<file path="config.mk">
export PLATFORM = sky130hd
export DESIGN_NAME = audio_sample_exchange
export DESIGN_NICKNAME = d
export VERILOG_FILES = /design/src/rtl/audio_sample_exchange.sv
export SDC_FILE = /design/constraint.sdc
export NUM_CORES = 1
export LEC_CHECK = 0
export CAP_MARGIN = 40
export CORE_MARGIN = 8
export CORE_UTILIZATION = 50
export DETAILED_ROUTE_END_ITERATION = 6
export PLACE_DENSITY = 0.86
export SYNTH_ARGS = -nofsm -noshare
export SYNTH_HDL_FRONTEND = slang
export SYNTH_SLANG_ARGS = --single-unit
</file>
<file path="constraint.sdc">
create_clock -name clk_sample -period 2.72 [get_ports clk_sample]
set_clock_uncertainty 0.15 [all_clocks]
set_input_delay 0.544 -clock clk_sample [delete_from_list [all_inputs] [get_ports clk_sample]]
set_output_delay 0.544 -clock clk_sample [all_outputs]
set_load 0.05 [all_outputs]
</file>
<file path="src/rtl/audio_sample_exchange.sv">
// audio_sample_exchange: frame-rate exchange between the codec SerDes and the DSP datapath.
// Latency: a capture frame shows on cap_data_o one edge after it is sampled. A playback frame reaches dac_frame_o two or more edges after its push.
// Backpressure: play_ready_o drops when the playback FIFO is full. A full capture FIFO that is not popped drops the new frame and sets overrun_o.
//
// Ports:
//   clk_sample, rst_ni         frame clock, async active-low reset
//   en_i                       block enable; low flushes both FIFOs and forces IDLE
//   play_valid_i/_ready_o/_data_i   playback push side (DSP -> FIFO)
//   dac_frame_o                registered frame to the DAC serializer
//   adc_frame_i                ADC frame, captured every edge in PRIME/RUN
//   cap_valid_o/_ready_i/_data_o    capture pop side, first-word fall-through
//   play_fill_o                playback occupancy
//   underrun_o, overrun_o, clear_i  sticky fault flags and their clear
// Build option: define AUDIO_XCHG_HOLD_LAST_EN so that dac_frame_o holds the last popped
// frame in PRIME and on an underrun edge. When it is undefined, those cases output zero.

module audio_sample_exchange #(
  parameter int DATA_W  = 24,
  parameter int CH      = 2,
  parameter int DEPTH   = 4,
  parameter int PREFILL = 2
) (
  input  logic                   clk_sample,
  input  logic                   rst_ni,
  input  logic                   en_i,
  input  logic                   play_valid_i,
  output logic                   play_ready_o,
  input  logic [CH*DATA_W-1:0]   play_data_i,
  output logic [CH*DATA_W-1:0]   dac_frame_o,
  input  logic [CH*DATA_W-1:0]   adc_frame_i,
  output logic                   cap_valid_o,
  input  logic                   cap_ready_i,
  output logic [CH*DATA_W-1:0]   cap_data_o,
  output logic [$clog2(DEPTH):0] play_fill_o,
  output logic                   underrun_o,
  output logic                   overrun_o,
  input  logic                   clear_i
);

  localparam int FW = CH * DATA_W;
  localparam int PW = $clog2(DEPTH);
  localparam int CW = PW + 1;
  localparam logic [CW-1:0] DEPTH_C   = CW'(DEPTH);
  localparam logic [CW-1:0] PREFILL_C = CW'(PREFILL);
  localparam logic [CW-1:0] CNT_ONE   = CW'(1);
  localparam logic [PW-1:0] PTR_ONE   = PW'(1);

  typedef enum logic [1:0] {IDLE, PRIME, RUN} state_e;

  state_e        state_q;
  logic [FW-1:0] play_mem_q [DEPTH];
  logic [FW-1:0] cap_mem_q  [DEPTH];
  logic [PW-1:0] pwr_q, prd_q, cwr_q, crd_q;
  logic [CW-1:0] pcnt_q, pcnt_d, ccnt_q, ccnt_d;
  logic [FW-1:0] dac_q;
  logic          und_q, ovr_q;

  logic          play_push, play_pop, cap_push, cap_pop, cap_full;
  logic          underrun_evt, overrun_evt;
  logic [FW-1:0] idle_frame;

`ifdef AUDIO_XCHG_HOLD_LAST_EN
  // dac_q already carries the last popped frame. It is zero after reset or IDLE,
  // because nothing has been popped since then.
  assign idle_frame = dac_q;
`else
  assign idle_frame = '0;
`endif

  always_comb begin
    // Ready is built from registered state only, so a pop on a full edge cannot admit a push.
    play_ready_o = (state_q != IDLE) && (pcnt_q < DEPTH_C);
    play_push    = en_i && play_valid_i && play_ready_o;
    play_pop     = en_i && (state_q == RUN) && (pcnt_q != '0);
    underrun_evt = en_i && (state_q == RUN) && (pcnt_q == '0);

    cap_valid_o  = (ccnt_q != '0);
    cap_pop      = en_i && cap_valid_o && cap_ready_i;
    cap_full     = (ccnt_q == DEPTH_C);
    // When the FIFO is full, a same-edge pop frees the slot that the new frame takes.
    cap_push     = en_i && (state_q != IDLE) && (!cap_full || cap_pop);
    overrun_evt  = en_i && (state_q != IDLE) && cap_full && !cap_pop;
    cap_data_o   = cap_valid_o ? cap_mem_q[crd_q] : '0;

    pcnt_d = pcnt_q;
    if (play_push && !play_pop)      pcnt_d = pcnt_q + CNT_ONE;
    else if (play_pop && !play_push) pcnt_d = pcnt_q - CNT_ONE;

    ccnt_d = ccnt_q;
    if (cap_push && !cap_pop)        ccnt_d = ccnt_q + CNT_ONE;
    else if (cap_pop && !cap_push)   ccnt_d = ccnt_q - CNT_ONE;
  end

  // Frame storage has no reset. Its contents are only visible through valid counts.
  always_ff @(posedge clk_sample) begin
    if (play_push) play_mem_q[pwr_q] <= play_data_i;
    if (cap_push)  cap_mem_q[cwr_q]  <= adc_frame_i;
  end

  always_ff @(posedge clk_sample or negedge rst_ni) begin
    if (!rst_ni) begin
      state_q <= IDLE;
      pwr_q   <= '0;
      prd_q   <= '0;
      cwr_q   <= '0;
      crd_q   <= '0;
      pcnt_q  <= '0;
      ccnt_q  <= '0;
      dac_q   <= '0;
      und_q   <= 1'b0;
      ovr_q   <= 1'b0;
    end else begin
      // A new fault wins over a same-edge clear.
      und_q <= underrun_evt || (und_q && !clear_i);
      ovr_q <= overrun_evt  || (ovr_q && !clear_i);
      if (!en_i) begin
        state_q <= IDLE;
        pwr_q   <= '0;
        prd_q   <= '0;
        cwr_q   <= '0;
        crd_q   <= '0;
        pcnt_q  <= '0;
        ccnt_q  <= '0;
        dac_q   <= '0;
      end else begin
        pcnt_q <= pcnt_d;
        ccnt_q <= ccnt_d;
        if (play_push) pwr_q <= pwr_q + PTR_ONE;
        if (play_pop)  prd_q <= prd_q + PTR_ONE;
        if (cap_push)  cwr_q <= cwr_q + PTR_ONE;
        if (cap_pop)   crd_q <= crd_q + PTR_ONE;
        case (state_q)
          IDLE: begin
            state_q <= PRIME;
            dac_q   <= '0;
          end
          PRIME: begin
            dac_q <= idle_frame;
            // The transition edge itself never pops.
            if (pcnt_q >= PREFILL_C) state_q <= RUN;
          end
          RUN: begin
            if (play_pop) begin
              dac_q <= play_mem_q[prd_q];
            end else begin
              dac_q   <= idle_frame;
              state_q <= PRIME;
            end
          end
          default: begin
            state_q <= IDLE;
            dac_q   <= '0;
          end
        endcase
      end
    end
  end

  assign dac_frame_o = dac_q;
  assign play_fill_o = pcnt_q;
  assign underrun_o  = und_q;
  assign overrun_o   = ovr_q;

endmodule
</file>
Word-level counts from Yosys, hierarchy flattened
Memory sizes are Yosys's and may differ from the RTL's.
Cells that the tools add are included.
Operators by class
  add/sub/neg operators: 8
  $mul: 0
  div/mod/pow operators: 0
  magnitude comparators: 2
  equal/unequal tests: 11
  shifts and indexed selects: 0
  muxes and demuxes: 26
  bitwise operators: 0
  reductions and logical operators: 33
Operators by type and width (number)
  $mux W48: 4
  $mux W2: 11
  $logic_and A1 B1 Y1: 18
  $mux W3: 6
  $add A2 B1 Y2 const B: 4
  $ne A2 B1 Y1 const B: 4
  $add A3 B1 Y3 const B: 2
  $logic_not A1 Y1: 6
  $ne A3 B1 Y1 const B: 2
  $ne A3 B3 Y1 const B: 2
  $pmux W2 S3: 1
  $reduce_bool A3 Y1: 2
  $sub A3 B1 Y3 const B: 2
  $mux W1: 4
  $eq A3 B3 Y1 const B: 1
  $ge A3 B2 Y1 const B: 1
  $logic_not A3 Y1: 1
  $logic_or A1 B1 Y1: 3
  $lt A3 B3 Y1 const B: 1
  $eq A2 B1 Y1 const B: 1
  $eq A2 B2 Y1 const B: 1
  $logic_not A2 Y1: 1
  $reduce_and A2 Y1: 1
  $reduce_bool A2 Y1: 1
Word-level totals
  register bits after elaboration: 66
  latch bits: 0
  memory bits (writable): 384
  ROM bits: 0
  input bits: 102
  output and inout bits: 103
  word-level logic and storage cells: 92
  memories: 2
Memory list
  cap_mem_q: depth 4, bits a word 48, rd ports 1, clocked after Yosys merged registers in 0, write ports 1, RTL line 52  | logic [FW-1:0] cap_mem_q [DEPTH];
  play_mem_q: depth 4, bits a word 48, rd ports 1, clocked after Yosys merged registers in 0, write ports 1, RTL line 51  | logic [FW-1:0] play_mem_q [DEPTH];

Longest topological paths before layout
Gate-level depths: netlist of the first run.
  word-level depth: 10
  mapped depth: 9
  mapped depth without buffers: 7

Worst setup path after synthesis of the first run
Ideal clock, no wire load.
  path kind: reg2reg
  from: register pcnt_q[2], in the netlist play_fill_o[2]
  to: memory play_mem_q[1][0] (netlist bit) (enable)
  library setup time: 410 ps
  arrival time: 2262 ps
  required time: 2160 ps
  slack: -103 ps
  cell stages (with the launch flop): 3
  path buffers: 0
  clock period less this slack: 2823 ps
  path through: dfrtp_1 nor3b_4 and2_1
Between the ends
  longest elaborated chain between the ends: 5
RTL lines
  from (decl): RTL line 54  | logic [CW-1:0] pcnt_q, pcnt_d, ccnt_q, ccnt_d;
  from (signal assigned): RTL line 126  | pcnt_q <= pcnt_d;
  $lt A3 B3 Y1: RTL line 72  | play_ready_o = (state_q != IDLE) && (pcnt_q < DEPTH_C);
  $logic_and A1 B1 Y1: RTL line 72
  $logic_and A1 B1 Y1: RTL line 73  | play_push = en_i && play_valid_i && play_ready_o;
  $mux W1: RTL line 96  | if (play_push) play_mem_q[pwr_q] <= play_data_i;
  $mux W1 (not written as such): RTL line 96
  to (decl): RTL line 51
No other way between the ends.

Worst setup path after layout of the first run
  from: register crd_q[0]
  to: output port cap_data_o[45]
Between the ends
  longest elaborated chain between the ends: 2
RTL lines
  from (decl): RTL line 53  | logic [PW-1:0] pwr_q, prd_q, cwr_q, crd_q;
  from (signal assigned): RTL line 131  | if (cap_pop) crd_q <= crd_q + PTR_ONE;
  $mem_v2 Z4 W48
  $mux W48: RTL line 83  | cap_data_o = cap_valid_o ? cap_mem_q[crd_q] : '0;
  to (decl): RTL line 33  | output logic [CH*DATA_W-1:0] cap_data_o,
No other way between the ends.

==> results of run 1 <==
[through the flow]
stage	hold slack (ns)	std cells	total power [mW]
final	0.361	1525	22.2
after global routing	0.383	1524	22.9
after CTS	0.350	1522	22.3
after detailed placement	0.390	1435	15.2
after global placement	0.381	1435	15.1
after floorplan	0.0984	776	11.9
[worst reg2reg max path, stage by stage, from the launching register on]
cell	delay, ns
dfrtp_1	0.43
nor2_2	0.22
a31oi_1	0.13
and2_1	0.20
fa_1	0.43
or3_1	0.39
and3_1	0.19
o31a_1	0.26
[routing by layer]
metal  wire (um)  share of wire, %  vias to the layer above
met2       17700                50                      346
met1       14200                40                     4300
met3        3070               8.6                       54
li1            -                 -                     3605
met5          41              0.12                        -
met4         578               1.6                        6
[sequential cells by signal, indices dropped and copies added, names as in the netlist, 2 cells and up]
| register | count |
|---|---|
| cap_mem_q | 192 |
| ccnt_q | 3 |
| crd_q | 2 |
| cwr_q | 2 |
| dac_frame_o | 48 |
| play_fill_o | 3 |
| play_mem_q | 192 |
| prd_q | 2 |
| pwr_q | 2 |
| state_q | 2 |
[final cells by class]
class / instances / area [um^2] / area share [%]
antenna: 1 / 2.50 / 0.0113
clock buffer: 53 / 1240 / 5.61
clock inverter: 32 / 394 / 1.78
inverter: 13 / 48.8 / 0.220
multi-input combinational: 279 / 3520 / 15.9
sequential: 450 / 13200 / 59.6
tap: 448 / 561 / 2.53
timing repair buffer: 249 / 3190 / 14.4
[cell usage in the layout, fill, tap and decap left out, types with 2 or more instances in the layout]
master           netlist  final
a21oi_1                4      4
a31oi_1                3      3
and2_1                59     10
and2_2                 0      8
and2_4                 0     41
and3_1                 2      2
buf_12                 0     71
buf_4                  0     20
bufinv_16              0      8
clkbuf_1              15      4
clkbuf_16              0     50
clkdlybuf4s50_1        0    153
clkinv_1               0      4
clkinv_2               0      9
clkinv_4               0      6
clkinvlp_4             0      4
dfrtp_1               66     62
dfrtp_2                0      2
dfrtp_4                0      2
edfxtp_1             384    384
fa_1                   2      2
ha_1                   8      8
inv_1                 13     13
mux2i_1                6      6
mux4_2                96     96
nand2_1                9      9
nand3_1                4      4
nor2_1                10      9
nor2_2                 1      2
nor2b_1               48     48
nor4_1                 2      2
o21ai_0                3      3
o22ai_1                2      2
or3_1                  3      3
xnor2_1                3      3
xor2_1                 3      3
[report_power, final]
group	switching [mW]	internal (mW)	total, mW	leakage [nW]
logic	3.79	3.64	7.43	2.40
clock network	2.59	4.06	6.65	0.794
registers	0.178	7.93	8.11	4.38
[worst min-delay path by stage]
stage,to,startpoint,cells after the start
global route,dac_frame_o[39],rst_ni,2
finish,dac_frame_o[39],rst_ni,2
CTS,dac_frame_o[39],rst_ni,2
detailed placement,dac_frame_o[38],rst_ni,1
global placement,dac_frame_o[38],rst_ni,1
floorplan,ccnt_q[0],rst_ni,0
[kinds of logic (layout without fill, tap and decap cells)]
group           count (synthesis)  after routing  synth area share (%)
flops                         450            450                  78.6
other cells                     0              1                     0
simple gates                  143            143                  5.14
xor+xnor                        7              7                 0.410
buf+inv                        47            347                  1.16
compound gates                 17             17                 0.656
fa+ha+maj                      10             10                 0.835
mux                           102            102                  13.2
[timing repair]
| item | CTS | global route |
|---|---|---|
| buffers inserted | 1 | 1 |
| hold buffers | 1 | 0 |
| endpoints found under the hold margin | 29 | 0 |
| pin swaps | 0 | 0 |
| endpoints found under the setup margin | 49 | 49 |
| gates resized for setup | 43 | 2 |
| gates cloned | 0 | 1 |
==> out/qor.yml, run 1 <==
status: "complete, but fails checks"
violations: "setup timing"
r2r_setup_slack_ns: 0.21
final_area_um2: 22100
period_minus_slack_ns: 2.85
critPathArrivalTime_ns: 2.16
ir_drop_mv: 0.858
dp_hpwl_mm: 22.9
power_density_nw_per_um2: 1000
met3_usage_pct: 4.85
met1_usage_pct: 23.0
drtIter0Drc: 617
met2_usage_pct: 30.3
die_x_um: 199
core-area_um2: 33300
syn-mean-instance-area_um2: 21.6
grt_pass1_wl_mm: 53.8
die-area_um2: 39700
post-synth-top-area-cell: "edfxtp_1"
finalWorstSetupSlack_ns: -0.130
slew_headroom_pct: 57.2
crit_path_start: "crd_q[0]"
max_freq_mhz: 351
cp-start-kind: "register"
post-synth-top-count-cell: "edfxtp_1"
grt_max_degree: 53
crit_end: "cap_data_o[45]"
clkTransAtPathRegs_ns: 0.06
path_cells: "buf_12 > clkbuf_16 > mux4_2 > and2_4 > buf_12"
postSynth.asyncResetShare_pct: 14.7
yosysTopAreaCellShare_pct: 68.7
grt_overflow: 0
hold_viol: 0
syn_area_um2: 16800
routed_wl_mm: 35.6
rsz0062_at_grt: "true"
syn_inst: 776
final.period_utilization_pct: 105
drive_gt1_share_pct: 30.4
leakagePower_nw: 7.58
syn_to_final_growth_pct: 32.0
ys_seq_area_share_pct: 78.6
ys_warn_count: 0
port_buffers: 204
final_max_slew_viol_count: 0
place.gp.congestion: 0.767
wl_per_cell_um: 23.3
r2r_start: "ccnt_q[1]"
critPathMaxFanout: 10
viasPerCell: 5.45
clock_sinks: 450
cts_tree: "yes"
fin_setup_tns_ns: -2.83
setup_viol_count_final: 48
drc: 0
worstHoldPathType: "in2async"
rr_worst_depth: 7
ys_types: 36
first_global_vias: 8960
cp_common_cell: "buf_12"
rows: 67
maxCapViolCount: 0
ys.flop_type: "edfxtp_1"
slowest_delay_ns: 0.51
place_area_um2: 20300
vias: 8311
synth.area.top_cells: "edfxtp_1 (69%), mux4_2 (13%), dfrtp_1 (9.8%)"
required_ns: 2.03
die_h_um: 199
critPathTopFamily: "flip-flops"
worstSetupPathDepth: 5
syn-num-nets: 888
end_kind: "output pin"
synth_edf_count: 384
grt-busiest-layer: "met2"
place_ws_ns: -0.365
nets: 1151
track_usage_pct: 17.9
ant_nets: 0
timing.rr.end: "ccnt_q[2]"
io_pins: 205
critical_path_class: "reg2out"
antenna_found_initial: 4
cts_buffer_depth: 3
clock_latency_ns: 0.54
cts_buffers: 46
cts_max_level: 2
drt_pass1_iterations: 5
num-fill-cells: 2108
cp_slowest_cell: "dfrtp_4"
post-route-util_pct: 66.5
cp_num_buf_inv: 3
ys_seq_elements: 450
yosys-top-cells-count: "edfxtp_1 (384), mux4_2 (96), dfrtp_1 (66)"
cts_root_buf: "clkbuf_16"
tightest_slew_ns: 0.640
start_util_pct: 50.4
Note: power is estimated with default switching activity, not from simulation.
==> run 2: changes to the inputs <==
--- a/config.mk
+++ b/config.mk
@@ -10,6 +10,7 @@
 export CORE_UTILIZATION = 50
 export DETAILED_ROUTE_END_ITERATION = 6
 export PLACE_DENSITY = 0.86
+export SKIP_CTS_REPAIR_TIMING = 1
 export SYNTH_ARGS = -nofsm -noshare
 export SYNTH_HDL_FRONTEND = slang
 export SYNTH_SLANG_ARGS = --single-unit
==> out/qor.yml, run 2 (same netlist as run 1, synthesis figures left out) <==
hold_viol: 0  # unchanged
grt_pass1_wl_mm: 53.7  # -0.36%
wl_per_cell_um: 23.2  # -0.67%
clock_sinks: 450  # unchanged
tightest_slew_ns: 0.629  # -0.0110 ns
cts_buffer_depth: 3  # unchanged
post-route-util_pct: 66.5  # -0.068 points
antenna_found_initial: 4  # unchanged
final_area_um2: 22100  # -0.10%
ir_drop_mv: 0.857  # -0.18%
viasPerCell: 5.45  # about the same
port_buffers: 204  # unchanged
cts_tree: "yes"
syn_to_final_growth_pct: 31.8
track_usage_pct: 17.9  # -0.052 points
violations: "setup timing"
slew_headroom_pct: 57.9  # +0.73 points
first_global_vias: 8946  # -0.16%
cp-start-kind: "register"
drc: 0  # unchanged
setup_viol_count_final: 45  # -6.3%
critPathMaxFanout: 23  # +13
end_kind: "output pin"
mostFrequentLayoutCells: "edfxtp_1 (384), clkdlybuf4s50_1 (153), mux4_2 (96), buf_12 (71), dfrtp_1 (62)"
drive_gt1_share_pct: 30.3  # -0.065 points
place_area_um2: 20300  # unchanged
critical_path_class: "reg2out"
worstHoldPathType: "in2async"
final_common_cell: "edfxtp_1"
die_x_um: 199  # unchanged
critPathArrivalTime_ns: 2.16  # about the same
final_max_slew_viol_count: 0  # unchanged
vias: 8301  # -0.12%
slowest_delay_ns: 0.53  # +0.02 ns
grt_max_degree: 53  # unchanged
max_freq_mhz: 350  # -0.21%
die_h_um: 199  # unchanged
nets: 1150  # -0.087%
required_ns: 2.03  # about the same
core-area_um2: 33300  # unchanged
grt_overflow: 0  # unchanged
finalWorstSetupSlack_ns: -0.135  # -0.00591 ns
cp_num_buf_inv: 2  # -1
clkTransAtPathRegs_ns: 0.06  # about the same
maxCapViolCount: 0  # unchanged
final.period_utilization_pct: 105  # +0.22 points
cts_max_level: 2  # unchanged
path_cells: "buf_16 > mux4_2 > and2_1 > buf_12"
routed_wl_mm: 35.3  # -0.73%
start_util_pct: 50.4  # unchanged
place.gp.congestion: 0.767  # unchanged
io_pins: 205  # unchanged
cts_buffers: 46  # unchanged
ant_nets: 0  # unchanged
cp_slowest_cell: "mux4_2"
power_density_nw_per_um2: 1000  # -0.17%
leakagePower_nw: 7.57  # about the same
status: "complete, but fails checks"
rows: 67  # unchanged
rsz0062_at_grt: "true"
drt_pass1_iterations: 5  # unchanged
dp_hpwl_mm: 22.9  # unchanged
critPathTopFamily: "multiplexers"
drtIter0Drc: 524  # -15%
cts_root_buf: "clkbuf_16"
clock_latency_ns: 0.54  # about the same
period_minus_slack_ns: 2.86  # +0.00591 ns
die-area_um2: 39700  # unchanged
-- run 2: cell types whose count changed in the layout (fill, tap and decap cells not counted) --
cell,before,now
and2_1,10,11
and2_4,41,40
buf_4,20,21
buf_6,1,0
clkbuf_16,50,49
dlygate4sd2_1,1,0
dlymetal6s2s_1,0,1
or3_1,3,2
or3_4,0,1
-- run 2: report_power, final --
| group | internal, mW | leakage (nW) | total (mW) | switching [mW] |
|---|---|---|---|---|
| clock network | 4.06 | 0.794 | 6.64 | 2.58 |
| logic | 3.63 | 2.40 | 7.37 | 3.74 |
| registers | 7.93 | 4.38 | 8.12 | 0.186 |
-- run 2: routing by layer --
layer / vias to the layer above / wire length, um / GRT usage [%]
li1: 3608 / - / -
met1: 4290 / 14000 / 23.0
met2: 342 / 17700 / 30.1
met3: 55 / 3080 / 4.83
met4: 6 / 572 / 4.12
met5: - / 41 / 0
-- run 2: layout make-up --
cell class | count | area [um^2]
sequential | 450 | 13200
fill | 2113 | 11200
multi-input combinational | 279 | 3520
timing repair buffer | 248 | 3160
clock buffer | 53 | 1240
tap | 448 | 561
clock inverter | 32 | 394
inverter | 13 | 48.8
antenna | 1 | 2.50
-- run 2: stage by stage --
step	total power [mW]	setup TNS, ns	instances	setup WS (ns)	hold slack (ns)
finish	22.1	-3.11	1524	-0.135	0.362
global route	22.9	-6.80	1523	-0.225	0.383
CTS	21.9	-11.02	1520	-0.315	-0.194
detailed placement	15.2	-0.365	1435	-0.365	0.390
global placement	15.1	-0.294	1435	-0.294	0.381
floorplan	11.9	0	776	0.106	0.0984
-- run 2: final timing paths --
path                       slack, ns              end  cells after the start       start
max                            -0.14   cap_data_o[41]                      4    crd_q[0]
min                             0.36  dac_frame_o[39]                      2      rst_ni
max reg2reg                     0.20        ccnt_q[2]                      7   ccnt_q[1]
min reg2reg                     0.39       underrun_o                      2  underrun_o
max in group asynchronous       1.51  dac_frame_o[36]                      3      rst_ni
min in group clk_sample         0.39       underrun_o                      2  underrun_o
-- run 2: worst register-to-register path, stage by stage (launching register included) --
cell and delay (ns):
dfrtp_1 0.43, nor2_2 0.21, a31oi_1 0.13, and2_1 0.20, fa_1 0.43, or3_1 0.39
and3_1 0.19, o31a_1 0.26
==> run 3: changes to the inputs <==
==> constraint.sdc (replaced) <==
create_clock -name clk_sample -period 2.3 [get_ports clk_sample]
set_clock_uncertainty 0.15 [all_clocks]
set_input_delay 0.46 -clock clk_sample [delete_from_list [all_inputs] [get_ports clk_sample]]
set_output_delay 0.46 -clock clk_sample [all_outputs]
set_load 0.05 [all_outputs]
==> out/qor.yml, run 3 (same netlist as run 1, synthesis figures left out) <==
status: "complete, but fails checks"
violations: "setup timing"
power_density_nw_per_um2: 1190  # +19%
viasPerCell: 5.50  # +0.93%
final_common_cell: "edfxtp_1"
maxCapViolCount: 0  # unchanged
io_pins: 205  # unchanged
syn_to_final_growth_pct: 34.9
vias: 8527  # +2.7%
met1_usage_pct: 23.7  # +0.68 points
core-area_um2: 33300  # unchanged
grt-busiest-layer: "met2"
final_area_um2: 22600  # +2.3%
r2r_start: "ccnt_q[2]"
ant_nets: 0  # unchanged
routed_wl_mm: 38.3  # +8.3%
final.period_utilization_pct: 120
place.gp.congestion: 0.746  # -2.8%
p_total_mw: 27.0  # +22%
die-area_um2: 39700  # unchanged
rows: 67  # unchanged
drt_pass1_iterations: 4  # -1
die_x_um: 199  # unchanged
worstHoldPathType: "in2async"
rsz0062_at_grt: "true"
critPathArrivalTime_ns: 2.14  # -0.02 ns
required_ns: 1.69  # -0.34 ns
setup_viol_count_final: 50  # +11%
max_freq_mhz: 364
cp_common_cell: "buf_12"
cts_buffers: 44  # -4.3%
finalWorstSetupSlack_ns: -0.450  # -0.314 ns
rr_worst_depth: 7  # unchanged
clock_sinks: 450  # unchanged
start_util_pct: 50.4  # unchanged
ir_drop_mv: 1.02  # +19%
tightest_slew_ns: 0.652  # +0.0229 ns
clkTransAtPathRegs_ns: 0.06  # about the same
dp_hpwl_mm: 24.0  # +4.7%
num-fill-cells: 2014  # -4.7%
final_max_slew_viol_count: 0  # unchanged
critPathMaxFanout: 5  # -78%
grt_overflow: 0  # unchanged
clock_latency_ns: 0.54  # about the same
multi_input_area_um2: 3590  # +2.0%
place_area_um2: 20500  # +0.84%
post-route-util_pct: 68.0  # +1.5 points
cts_root_buf: "clkbuf_16"
die_h_um: 199  # unchanged
seqCellArea_um2: 13200  # about the same
r2r_setup_slack_ns: -0.07  # -0.27 ns
timing.rr.end: "ccnt_q[2]"
end_kind: "output pin"
cts_max_level: 2  # unchanged
leakagePower_nw: 8.64  # +14%
cp_slowest_cell: "mux4_2"
drive_gt1_share_pct: 33.7  # +3.3 points
cp_num_buf_inv: 3  # +1
critical_path_class: "reg2out"
crit_path_start: "crd_q[0]"
hold_viol: 0  # unchanged
drc: 0  # unchanged
cts_tree: "yes"
period_minus_slack_ns: 2.75
path_cells: "buf_12 > clkbuf_16 > mux4_2 > and2_4 > buf_12"
grt_max_degree: 53  # unchanged
drtIter0Drc: 549  # +4.8%
antenna_found_initial: 6  # +2
slowest_delay_ns: 0.54  # about the same
wl_per_cell_um: 24.7  # +6.4%
met2_usage_pct: 30.5  # +0.43 points
grt_pass1_wl_mm: 54.6  # +1.7%
critPathTopFamily: "multiplexers"
nets: 1176  # +2.3%
first_global_vias: 9091  # +1.6%
slew_headroom_pct: 56.5  # -1.4 points
mostFrequentLayoutCells: "edfxtp_1 (384), clkdlybuf4s50_1 (101), mux4_2 (96), buf_12 (82), dfrtp_1 (61)"
met3_usage_pct: 4.87  # +0.034 points
cts_buffer_depth: 3  # unchanged
cp-start-kind: "register"
track_usage_pct: 18.2  # +0.35 points
port_buffers: 204  # unchanged
[run 3: cell types whose count changed in the layout (fill, tap and decap cells not counted), sizes merged]
cell and change:
clkdlybuf4s50 -52, dlymetal6s2s +46, buf +31, clkbuf +10, clkinv -10, inv +4, clkinvlp -3, diode +3
bufinv -2
[run 3: area by class of cell]
| cell class | count | share of cell area [%] |
|---|---|---|
| Inverter | 13 | 0.216 |
| Clock inverter | 21 | 1.25 |
| Clock buffer | 60 | 5.68 |
| Multi-Input combinational cell | 279 | 15.9 |
| Sequential cell | 450 | 58.3 |
| Antenna cell | 4 | 0.0442 |
| Tap cell | 448 | 2.48 |
| Timing Repair Buffer | 276 | 16.2 |
[run 3: worst max path at each step]
| stage | cells past startpoint | slack (ns) | end |
|---|---|---|---|
| final | 5 | -0.45 | cap_data_o[39] |
| after global routing | 5 | -0.49 | cap_data_o[39] |
| after CTS | 4 | -0.54 | cap_data_o[6] |
| after detailed placement | 8 | -0.66 | ccnt_q[2] |
| after global placement | 8 | -0.58 | ccnt_q[2] |
| after floorplan | 9 | -0.12 | ccnt_q[2] |
[run 3: power by group]
| part | switching (mW) | total, mW | internal, mW |
|---|---|---|---|
| clock network | 2.98 | 7.61 | 4.63 |
| logic | 4.85 | 9.78 | 4.93 |
| registers | 0.189 | 9.57 | 9.38 |
[run 3: per-layer routing]
metal	part of all wire, %	wire [um]	up-vias
met1	39	15000	4440
met5	0.17	65	-
li1	-	-	3663
met2	51	19500	360
met3	8.2	3130	54
met4	1.7	639	10
[run 3: metrics by stage]
step           setup TNS, ns  worst slack (ns)  instances  hold slack [ns]
2_1_floorplan         -0.750            -0.118        776           0.0144
3_3_place_gp          -59.93            -0.581       1452            0.375
3_5_place_dp          -77.53            -0.658       1452            0.376
4_1_cts               -23.47            -0.539       1533           -0.190
5_1_grt               -21.06            -0.493       1547            0.361
6_report              -18.44            -0.450       1551            0.338
